==> config.mk <==
export PLATFORM = sky130hd
export DESIGN_NAME = muldiv_ctrl_flat
export DESIGN_NICKNAME = d
export VERILOG_FILES = /design/src/rtl/muldiv_ctrl_if.sv /design/src/rtl/muldiv_ctrl.sv /design/src/flat_wrapper.sv
export SDC_FILE = /design/constraint.sdc
export NUM_CORES = 1
export LEC_CHECK = 0
export BUFFER_PORTS_ARGS = -buffer_cell sky130_fd_sc_hd__buf_2
export CAP_MARGIN = 30
export CORE_UTILIZATION = 30
export DETAILED_ROUTE_END_ITERATION = 8
export SLEW_MARGIN = 20
export SYNTH_ARGS = -nofsm -noshare
export SYNTH_HDL_FRONTEND = slang
export SYNTH_SLANG_ARGS = --single-unit
==> constraint.sdc <==
create_clock -name clk -period 9.6 [get_ports clk]
set_clock_uncertainty 0.1 [all_clocks]
set_input_delay 0.48 -clock clk [delete_from_list [all_inputs] [get_ports clk]]
set_output_delay 0.48 -clock clk [all_outputs]
set_load 0.01 [all_outputs]
==> src/rtl/muldiv_ctrl_if.sv <==
`default_nettype none
// ============================================================================
// Module   : muldiv_ctrl_if
// Purpose  : Request, multiplier/divider unit and result signals of muldiv_ctrl.
// Revision : 1.0 - initial release
// ============================================================================
interface muldiv_ctrl_if;
    logic [1:0]       req_valid;
    logic [1:0][1:0]  req_op;
    logic [1:0][31:0] req_a;
    logic [1:0][31:0] req_b;
    logic             stall_in;
    logic             flush;
    logic             mul_start;
    logic [31:0]      mul_a;
    logic [31:0]      mul_b;
    logic             mul_done;
    logic [63:0]      mul_c;
    logic             div_start;
    logic [31:0]      div_a;
    logic [31:0]      div_b;
    logic             div_done;
    logic [63:0]      div_c;
    logic             busy;
    logic             res_valid;
    logic             res_slot;
    logic [63:0]      hilo;

    modport slave (
        input  req_valid, req_op, req_a, req_b, stall_in, flush,
        input  mul_done, mul_c, div_done, div_c,
        output mul_start, mul_a, mul_b, div_start, div_a, div_b,
        output busy, res_valid, res_slot, hilo
    );

    modport master (
        output req_valid, req_op, req_a, req_b, stall_in, flush,
        output mul_done, mul_c, div_done, div_c,
        input  mul_start, mul_a, mul_b, div_start, div_a, div_b,
        input  busy, res_valid, res_slot, hilo
    );
endinterface
`default_nettype wire

==> src/rtl/muldiv_ctrl.sv <==
`default_nettype none
// ============================================================================
// Module   : muldiv_ctrl
// Purpose  : Two-slot MULT/MULTU/DIV/DIVU sequencer with sign handling around
//            unsigned multiplier/divider units. Optional MULDIV_DIV0_FAST_EN
//            short-circuits division by zero without starting the divider.
// Revision : 1.0 - initial release
// ============================================================================
module muldiv_ctrl (
    input  wire logic      clk,
    input  wire logic      reset,
    muldiv_ctrl_if.slave   bus
);
    typedef enum logic [1:0] {
        IDLE = 2'd0,
        MUL  = 2'd1,
        DIV  = 2'd2,
        DONE = 2'd3
    } state_t;

    state_t      state_q, state_d;
    logic [1:0]  op_q, op_d;
    logic        slot_q, slot_d;
    logic        neg_a_q, neg_a_d;
    logic        neg_b_q, neg_b_d;
    logic [31:0] mag_a_q, mag_a_d;
    logic [31:0] mag_b_q, mag_b_d;
    logic        start_q, start_d;
    logic [63:0] hilo_q, hilo_d;

    // Slot 1 is the older instruction and always wins arbitration.
    logic        w_sel_slot;
    logic [1:0]  w_sel_op;
    logic [31:0] w_sel_a;
    logic [31:0] w_sel_b;
    logic        w_sel_neg_a;
    logic        w_sel_neg_b;

    assign w_sel_slot  = bus.req_valid[1];
    assign w_sel_op    = bus.req_op[w_sel_slot];
    assign w_sel_a     = bus.req_a[w_sel_slot];
    assign w_sel_b     = bus.req_b[w_sel_slot];
    assign w_sel_neg_a = ~w_sel_op[0] & w_sel_a[31];
    assign w_sel_neg_b = ~w_sel_op[0] & w_sel_b[31];

    logic        w_res_neg;
    logic [63:0] w_prod_fix;
    logic [31:0] w_quo_fix;
    logic [31:0] w_rem_fix;

    assign w_res_neg  = ~op_q[0] & (neg_a_q ^ neg_b_q);
    assign w_prod_fix = w_res_neg ? (64'd0 - bus.mul_c) : bus.mul_c;
    assign w_quo_fix  = w_res_neg ? (32'd0 - bus.div_c[31:0]) : bus.div_c[31:0];
    assign w_rem_fix  = neg_a_q ? (32'd0 - bus.div_c[63:32]) : bus.div_c[63:32];

    always_comb begin
        state_d = state_q;
        op_d    = op_q;
        slot_d  = slot_q;
        neg_a_d = neg_a_q;
        neg_b_d = neg_b_q;
        mag_a_d = mag_a_q;
        mag_b_d = mag_b_q;
        start_d = 1'b0;
        hilo_d  = hilo_q;

        case (state_q)
            IDLE: begin
                if (|bus.req_valid) begin
                    op_d    = w_sel_op;
                    slot_d  = w_sel_slot;
                    neg_a_d = w_sel_neg_a;
                    neg_b_d = w_sel_neg_b;
                    mag_a_d = w_sel_neg_a ? (32'd0 - w_sel_a) : w_sel_a;
                    mag_b_d = w_sel_neg_b ? (32'd0 - w_sel_b) : w_sel_b;
                    start_d = 1'b1;
                    state_d = w_sel_op[1] ? DIV : MUL;
`ifdef MULDIV_DIV0_FAST_EN
                    if (w_sel_op[1] && (w_sel_b == 32'd0)) begin
                        start_d = 1'b0;
                        state_d = DONE;
                        hilo_d  = {w_sel_a, 32'hFFFF_FFFF};
                    end
`endif
                end
            end
            MUL: begin
                if (bus.mul_done) begin
                    state_d = DONE;
                    hilo_d  = w_prod_fix;
                end
            end
            DIV: begin
                if (bus.div_done) begin
                    state_d = DONE;
                    hilo_d  = {w_rem_fix, w_quo_fix};
                end
            end
            DONE: begin
                if (!bus.stall_in) begin
                    state_d = IDLE;
                end
            end
            default: state_d = IDLE;
        endcase

        // A flush kills everything, including an accept in the same cycle.
        if (bus.flush) begin
            state_d = IDLE;
            start_d = 1'b0;
            hilo_d  = 64'd0;
        end
    end

    always_ff @(posedge clk) begin
        if (reset) begin
            state_q <= IDLE;
            op_q    <= 2'd0;
            slot_q  <= 1'b0;
            neg_a_q <= 1'b0;
            neg_b_q <= 1'b0;
            mag_a_q <= 32'd0;
            mag_b_q <= 32'd0;
            start_q <= 1'b0;
            hilo_q  <= 64'd0;
        end else begin
            state_q <= state_d;
            op_q    <= op_d;
            slot_q  <= slot_d;
            neg_a_q <= neg_a_d;
            neg_b_q <= neg_b_d;
            mag_a_q <= mag_a_d;
            mag_b_q <= mag_b_d;
            start_q <= start_d;
            hilo_q  <= hilo_d;
        end
    end

    assign bus.mul_start = start_q & (state_q == MUL) & ~op_q[1];
    assign bus.div_start = start_q & (state_q == DIV) &  op_q[1];
    assign bus.mul_a     = (state_q == MUL) ? mag_a_q : 32'd0;
    assign bus.mul_b     = (state_q == MUL) ? mag_b_q : 32'd0;
    assign bus.div_a     = (state_q == DIV) ? mag_a_q : 32'd0;
    assign bus.div_b     = (state_q == DIV) ? mag_b_q : 32'd0;
    assign bus.busy      = ((state_q == IDLE) && (|bus.req_valid)) ||
                           (state_q == MUL) || (state_q == DIV);
    assign bus.res_valid = (state_q == DONE);
    assign bus.res_slot  = slot_q;
    assign bus.hilo      = hilo_q;
endmodule
`default_nettype wire

==> src/flat_wrapper.sv <==
// flat-port wrapper written by rule: the top's interface ports become plain ports
module muldiv_ctrl_flat 
  (clk, reset, bus_req_valid, bus_req_op, bus_req_a, bus_req_b, bus_stall_in, bus_flush, bus_mul_done, bus_mul_c, bus_div_done, bus_div_c, bus_mul_start, bus_mul_a, bus_mul_b, bus_div_start, bus_div_a, bus_div_b, bus_busy, bus_res_valid, bus_res_slot, bus_hilo);
  muldiv_ctrl_if bus_i ();
  input  wire logic clk;
  input  wire logic reset;
  input wire logic [$bits(bus_i.req_valid)-1:0] bus_req_valid;
  input wire logic [$bits(bus_i.req_op)-1:0] bus_req_op;
  input wire logic [$bits(bus_i.req_a)-1:0] bus_req_a;
  input wire logic [$bits(bus_i.req_b)-1:0] bus_req_b;
  input wire logic [$bits(bus_i.stall_in)-1:0] bus_stall_in;
  input wire logic [$bits(bus_i.flush)-1:0] bus_flush;
  input wire logic [$bits(bus_i.mul_done)-1:0] bus_mul_done;
  input wire logic [$bits(bus_i.mul_c)-1:0] bus_mul_c;
  input wire logic [$bits(bus_i.div_done)-1:0] bus_div_done;
  input wire logic [$bits(bus_i.div_c)-1:0] bus_div_c;
  output wire logic [$bits(bus_i.mul_start)-1:0] bus_mul_start;
  output wire logic [$bits(bus_i.mul_a)-1:0] bus_mul_a;
  output wire logic [$bits(bus_i.mul_b)-1:0] bus_mul_b;
  output wire logic [$bits(bus_i.div_start)-1:0] bus_div_start;
  output wire logic [$bits(bus_i.div_a)-1:0] bus_div_a;
  output wire logic [$bits(bus_i.div_b)-1:0] bus_div_b;
  output wire logic [$bits(bus_i.busy)-1:0] bus_busy;
  output wire logic [$bits(bus_i.res_valid)-1:0] bus_res_valid;
  output wire logic [$bits(bus_i.res_slot)-1:0] bus_res_slot;
  output wire logic [$bits(bus_i.hilo)-1:0] bus_hilo;
  assign bus_i.req_valid = bus_req_valid;
  assign bus_i.req_op = bus_req_op;
  assign bus_i.req_a = bus_req_a;
  assign bus_i.req_b = bus_req_b;
  assign bus_i.stall_in = bus_stall_in;
  assign bus_i.flush = bus_flush;
  assign bus_i.mul_done = bus_mul_done;
  assign bus_i.mul_c = bus_mul_c;
  assign bus_i.div_done = bus_div_done;
  assign bus_i.div_c = bus_div_c;
  assign bus_mul_start = bus_i.mul_start;
  assign bus_mul_a = bus_i.mul_a;
  assign bus_mul_b = bus_i.mul_b;
  assign bus_div_start = bus_i.div_start;
  assign bus_div_a = bus_i.div_a;
  assign bus_div_b = bus_i.div_b;
  assign bus_busy = bus_i.busy;
  assign bus_res_valid = bus_i.res_valid;
  assign bus_res_slot = bus_i.res_slot;
  assign bus_hilo = bus_i.hilo;
  muldiv_ctrl u_core (.clk(clk), .reset(reset), .bus(bus_i));
endmodule
==> flow_metrics.py, run 1 <==
metrics = {
    "run_status": {
        "outcome": "finished clean",
    },
    "global_routing": {
        "grt_antenna_before_repair": 12,
        "grt_pass1_wl_um": 79000,
        "grt_pass1_vias": 13300,
        "grt_max_degree": 81,
        "grt_overflow": 0,
        "grt_use_total": 0.248,
    },
    "clocking": {
        "cts_tree": "built",
        "post_cts_buffers": 0,
        "cts_resized": 0,
        "clk-insertion-delay-late_ns": 0.45,
        "clk_pin_slew_ns": 0.07,
        "numClockSinks": 136,
        "holdBufCountCts": 0,
        "h-tree-depth": 4,
        "numCtsBuffers": 17,
        "cts_buffer_depth": 2,
        "clockRootBuffer": "clkbuf_16",
    },
    "routing": {
        "dr.first_iter.drc_count": 992,
        "wl_per_cell_um": 20.7,
        "vias": 14500,
        "vias_per_cell": 5.63,
        "antenna_left": 0,
        "dr.pass1.iters": 5,
        "wirelength_um": 53200,
        "drc": 0,
    },
    "timing": {
        "drv_slew": 0,
        "setup_ws_ns": 5.63,
        "slew_headroom": 0.304,
        "fmax_mhz": 252,
        "hold_viol": 0,
        "fin_hold_ws_ns": 0.246,
        "rsz0062_at_grt": "false",
        "finalCriticalPeriod_ns": 3.97,
        "worst_pin_slew_ns": 1.04,
        "period_share": 0.413,
        "tns_ns": 0,
        "setup_viol": 0,
    },
    "place": {
        "place_area_um2": 14800,
        "gp_congestion": 0.912,
        "hpwl_um": 41300,
        "dp_slack_ns": 5.24,
        "port_buffers": 464,
    },
    "critical_path": {
        "crit_chain": "buf_6 > buf_4 > mux2i_1 > ha_1 > o221ai_1 > nor3_1 > nand3_1 > or4b_2 > a31oi_1",
        "timing.critical_path.buf_inv": 2,
        "critical_path_arrival_ns": 4.23,
        "critPathMaxStageDelay_ns": 0.81,
        "crit_path_end_kind": "register",
        "cp.depth": 9,
        "required_ns": 9.87,
        "rr_worst_depth": 8,
        "start_kind": "primary input",
        "crit_family": "simple AND/OR/NAND/NOR gates",
        "crit_type": "in -> reg",
        "slowest_stage": "buf_4",
        "crit_fanout": 80,
    },
    "synth": {
        "synthFlopType": "dfxtp_1",
        "syn_inst": 1632,
        "async_reset_ff_frac": 0,
        "netlist_area_um2": 12100,
        "synthDistinctLibCells": 77,
        "syn_nets": 1910,
        "ys_warn_count": 0,
        "synth-seq-area-share": 0.226,
        "synth-seq-cells": 136,
        "synth_edf_count": 0,
        "synth_area_per_cell_um2": 7.39,
    },
    "power_and_ir_drop": {
        "leakagePower_nw": 6.57,
        "max-vdd-ir-drop_uv": 110,
        "power_density_nw_per_um2": 125,
        "total_power_mw": 1.94,
    },
    "worst_hold_path": {
        "hold_path.class": "in -> reg",
        "holdPathStages": 3,
    },
    "floorplanning": {
        "core_area_um2": 39700,
        "die-width_um": 203,
        "initial_core_util": 0.304,
        "io_pins": 465,
        "num_rows": 73,
        "die-area_um2": 41000,
        "dieHeight_um": 203,
    },
    "cells_and_area": {
        "finalNetCount": 2308,
        "final_cell_area_um2": 15400,
        "layout-drive-gt1-share": 0.280,
        "area_delta_synth_final_pct": 28.0,
    },
    "flow_run": {
        "maxCapViolCount": 0,
    },
}
## registers in the layout, indices dropped and copies added, names as in the netlist
name	cells
u_core.bus.hilo	64
u_core.bus.res_slot	1
u_core.mag_a_q	32
u_core.mag_b_q	32
u_core.neg_a_q	1
u_core.neg_b_q	1
u_core.op_q	2
u_core.start_q	1
u_core.state_q	2
## power by group
group	internal, mW	switching, mW
sequential	0.612	0.0403
clock	0.366	0.297
combinational	0.238	0.385
## placed cells by master, fill, tap and decap left out, types with 11 or more instances in the layout
master,count
o31ai_1,16
dfxtp_1,136
nor4b_1,12
and2_1,132
nor2_1,109
buf_2,465
inv_1,20
o21ai_0,109
a211oi_1,19
a22oi_1,35
clkbuf_16,17
or4_1,28
nor2b_1,13
and3_1,12
xor2_1,70
a41oi_1,12
mux2_2,12
o221ai_1,11
buf_4,19
or3_1,27
o41ai_1,18
mux2i_1,75
nor3b_1,15
nand3_1,41
nor4_1,41
nand2_1,132
a21oi_1,104
xnor2_1,59
nor3_1,74
a31oi_1,38
nand4_1,13
## kinds of logic (layout without fill, tap and decap cells)
family | Yosys count | in the layout | share of synthesized area
xor+xnor | 129 | 129 | 0.0936
compound gates | 439 | 439 | 0.237
other cells | 0 | 6 | 0
flops | 136 | 136 | 0.226
mux | 88 | 88 | 0.0753
buf+inv | 130 | 541 | 0.0425
fa+ha+maj | 10 | 10 | 0.0104
simple gates | 700 | 700 | 0.316
## metrics by stage
stage	std cells	util
after global routing	2569	0.388
after global placement	2530	0.373
after floorplan	1632	-
final	2574	0.389
after detailed placement	2534	0.374
after CTS	2566	0.388
## per-layer routing
| metal | track usage | up-vias | share of wire |
|---|---|---|---|
| li1 | - | 6903 | - |
| met1 | 0.304 | 6771 | 0.41 |
| met2 | 0.425 | 703 | 0.47 |
| met3 | 0.0559 | 92 | 0.084 |
| met4 | 0.0851 | 10 | 0.026 |
| met5 | 0 | - | 0.0011 |
## synthesized netlist by cell type, types with 28 or more instances
| cell | count | area (um^2) |
|---|---|---|
| a21oi_1 | 104 | 521 |
| a31oi_1 | 38 | 238 |
| nor2_1 | 114 | 428 |
| xnor2_1 | 59 | 517 |
| dfxtp_1 | 136 | 2720 |
| clkbuf_1 | 79 | 297 |
| nor4_1 | 41 | 257 |
| and2_1 | 132 | 826 |
| or4_1 | 28 | 210 |
| nor3_1 | 75 | 375 |
| nand3_1 | 41 | 205 |
| xor2_1 | 70 | 613 |
| mux2i_1 | 75 | 751 |
| nand2_1 | 132 | 495 |
| o21ai_0 | 111 | 556 |
| a22oi_1 | 35 | 263 |
## final timing paths
path                                            end  slack, ns               start
worst min-delay path                 u_core.start_q       0.25    bus_req_valid[0]
worst min register to register   u_core.mag_b_q[14]       0.36  u_core.mag_b_q[14]
worst max register to register  u_core.bus.hilo[46]       6.17   u_core.state_q[0]
worst max-delay path             u_core.mag_a_q[24]       5.63    bus_req_valid[1]
## worst min-delay path: cells and delay by family
kind                   cells  cell delay (ns)
AOI/OAI and AO/OA          1             0.07
and+or+nand+nor            1             0.09
buffers and inverters      1             0.12
## final cells by class
cell class / instances / area [um^2]
fillers: 4196 / 24300
multi-input cells: 1366 / 8890
flip-flops and latches: 136 / 2720
repair buffers: 488 / 2520
well taps: 525 / 657
clock buffers: 19 / 443
clock inverters: 13 / 123
inverters: 21 / 78.8
diodes: 6 / 15.0
No activity file was read; power rests on OpenSTA's default activity.
==> inputs of run 2 (changes only) <==
clock period = 3.88 ns   (was 9.6 ns; I/O delays follow)
==> run 2 against run 1 <==
  * Non-clock buffer count is 48 higher
  * Worst setup slack lost 5.0 ns
  * Utilization increased by 1.2 points
  * Hold slack worse by 0.22 ns
  * Sequential power is 150% higher
  * First-iteration DRC count is 4.0% higher
  * Die area is the same
  * Sequential share of layout area is 0.53 points lower
  * Design area up 3.1%
  * Critical path type is now reg -> reg
  * Largest cell class unchanged
  * Largest power group unchanged
  * Highest routed layer unchanged
==> flow_metrics.py, run 2 (synthesized netlist as in run 1, its figures left out) <==
metrics = {
    "clocking": {
        "h-tree-depth": 4,
        "cts_tree": "built",
        "cts_buffer_depth": 2,
        "numCtsBuffers": 17,
        "numClockSinks": 136,
        "clockRootBuffer": "clkbuf_16",
        "post_cts_buffers": 0,
        "clk_pin_slew_ns": 0.07,
        "clk-insertion-delay-late_ns": 0.45,
    },
    "timing": {
        "worst_pin_slew_ns": 0.821,
        "drv_slew": 0,
        "finalCriticalPeriod_ns": 3.22,
        "hold_viol": 0,
        "setup_viol": 0,
        "slew_headroom": 0.452,
        "setup_ws_ns": 0.659,
        "period_share": 0.830,
        "fmax_mhz": 311,
        "rsz0062_at_grt": "false",
        "tns_ns": 0,
    },
    "critical_path": {
        "crit_fanout": 56,
        "slowest_stage": "dlygate4sd3_1",
        "critical_path_arrival_ns": 3.51,
        "required_ns": 4.17,
        "crit_family": "buffers and inverters",
        "critPathMaxStageDelay_ns": 0.55,
        "cp.depth": 11,
        "crit_type": "reg -> reg",
        "r2r-end": "u_core.bus.hilo[27]",
        "crit_path_end_kind": "register",
        "r2r_start": "u_core.state_q[0]",
        "crit_chain": "inv_1 > ha_4 > buf_4 > nor2_1 > nor3_2 > buf_4 > o21ai_0 > a21oi_1 > o311ai_0 > a21oi_1 > dlygate4sd3_1",
        "ff2ff_setup_slack_ns": 0.66,
        "rr_worst_depth": 11,
        "start_kind": "register",
        "timing.critical_path.buf_inv": 4,
    },
    "floorplanning": {
        "dieHeight_um": 203,
        "die-width_um": 203,
        "io_pins": 465,
        "die-area_um2": 41000,
        "initial_core_util": 0.304,
        "core_area_um2": 39700,
        "num_rows": 73,
    },
    "routing": {
        "dr.first_iter.drc_count": 1032,
        "dr.pass1.iters": 5,
        "wirelength_um": 54900,
        "wl_per_cell_um": 20.9,
        "vias_per_cell": 5.59,
        "vias": 14700,
        "antenna_left": 0,
        "drc": 0,
    },
    "cells_and_area": {
        "layout-drive-gt1-share": 0.282,
        "area_delta_synth_final_pct": 31.9,
        "fin_util": 0.401,
        "final_cell_area_um2": 15900,
        "final_common_cell": "buf_2",
        "final_cell_mix": "buf_2, dfxtp_1, and2_1, nand2_1, nor2_1",
        "finalNetCount": 2356,
        "largest_register_ffs": 64,
    },
    "power_and_ir_drop": {
        "power_density_nw_per_um2": 312,
        "leakagePower_nw": 6.81,
        "total_power_mw": 4.97,
        "max-vdd-ir-drop_uv": 251,
    },
    "worst_hold_path": {
        "hold_start": "bus_div_c[10]",
        "holdPathEnd": "u_core.bus.hilo[10]",
        "holdPathStages": 3,
        "hold_path.class": "in -> reg",
    },
    "run_status": {
        "outcome": "finished clean",
    },
    "global_routing": {
        "grt_pass1_wl_um": 81200,
        "grt_pass1_vias": 13600,
        "grt_max_degree": 66,
        "grt_use_total": 0.257,
        "grt_antenna_before_repair": 13,
        "grt_overflow": 0,
    },
    "place": {
        "port_buffers": 464,
        "hpwl_um": 43200,
        "gp_congestion": 0.944,
        "dp_slack_ns": 0.802,
        "place_area_um2": 15000,
    },
    "flow_run": {
        "maxCapViolCount": 0,
    },
}
-- run 2: cell count changes in the layout (fill, tap and decap cells not counted), sizes merged --
| cell | change |
|---|---|
| clkinv | -1 |
| bufinv | +2 |
| clkbuf | -1 |
| inv | +1 |
| clkinvlp | -2 |
| buf | +19 |
| dlygate4sd3 | +30 |
| diode | +2 |
-- run 2: what timing repair did --
item	CTS	global route
hold endpoints to repair	29	0
hold buffers	30	0
endpoints found under the setup margin	0	0
gates resized for setup	0	0
-- run 2: stage by stage --
stage	std cells	hold WS, ns
3_3_place_gp	2554	0.343
3_5_place_dp	2554	0.348
2_1_floorplan	1632	0.225
6_report	2624	0.0251
5_1_grt	2618	0.0294
4_1_cts	2616	0.00166
-- run 2: worst max path at each step --
stage / end / startpoint
6_report: u_core.bus.hilo[27] / u_core.state_q[0]
5_1_grt: u_core.bus.hilo[27] / u_core.state_q[0]
4_1_cts: u_core.bus.hilo[27] / u_core.state_q[0]
3_5_place_dp: u_core.mag_a_q[24] / bus_req_valid[1]
3_3_place_gp: u_core.bus.hilo[62] / bus_mul_c[10]
2_1_floorplan: u_core.mag_a_q[24] / bus_req_valid[1]
-- run 2: area by class of cell --
class | count | area [um^2]
Timing Repair Buffer | 536 | 2940
Tap cell | 525 | 657
Inverter | 21 | 78.8
Clock inverter | 13 | 168
Fill cell | 4192 | 23800
Multi-Input combinational cell | 1366 | 8880
Sequential cell | 136 | 2720
Clock buffer | 19 | 443
Antenna cell | 8 | 20.0
-- run 2: worst register-to-register path, cell delays in order (launching register included) --
cell	delay, ns
dfxtp_1	0.33
inv_1	0.17
ha_4	0.16
buf_4	0.38
nor2_1	0.16
nor3_2	0.37
buf_4	0.39
o21ai_0	0.13
a21oi_1	0.13
o311ai_0	0.14
a21oi_1	0.13
dlygate4sd3_1	0.55
-- run 2: per-layer routing --
layer / part of all wire / up-vias / global-route usage
met3: 0.071 / 77 / 0.0559
met1: 0.42 / 6949 / 0.312
li1: - / 7004 / -
met5: 0.00093 / - / 0
met4: 0.024 / 8 / 0.0854
met2: 0.49 / 624 / 0.444
-- run 2: report_power, final --
| part | switching, mW | leakage [nW] | internal, mW |
|---|---|---|---|
| Clock | 0.738 | 0.295 | 1.04 |
| Combinational | 0.969 | 5.41 | 0.616 |
| Sequential | 0.0963 | 1.11 | 1.51 |
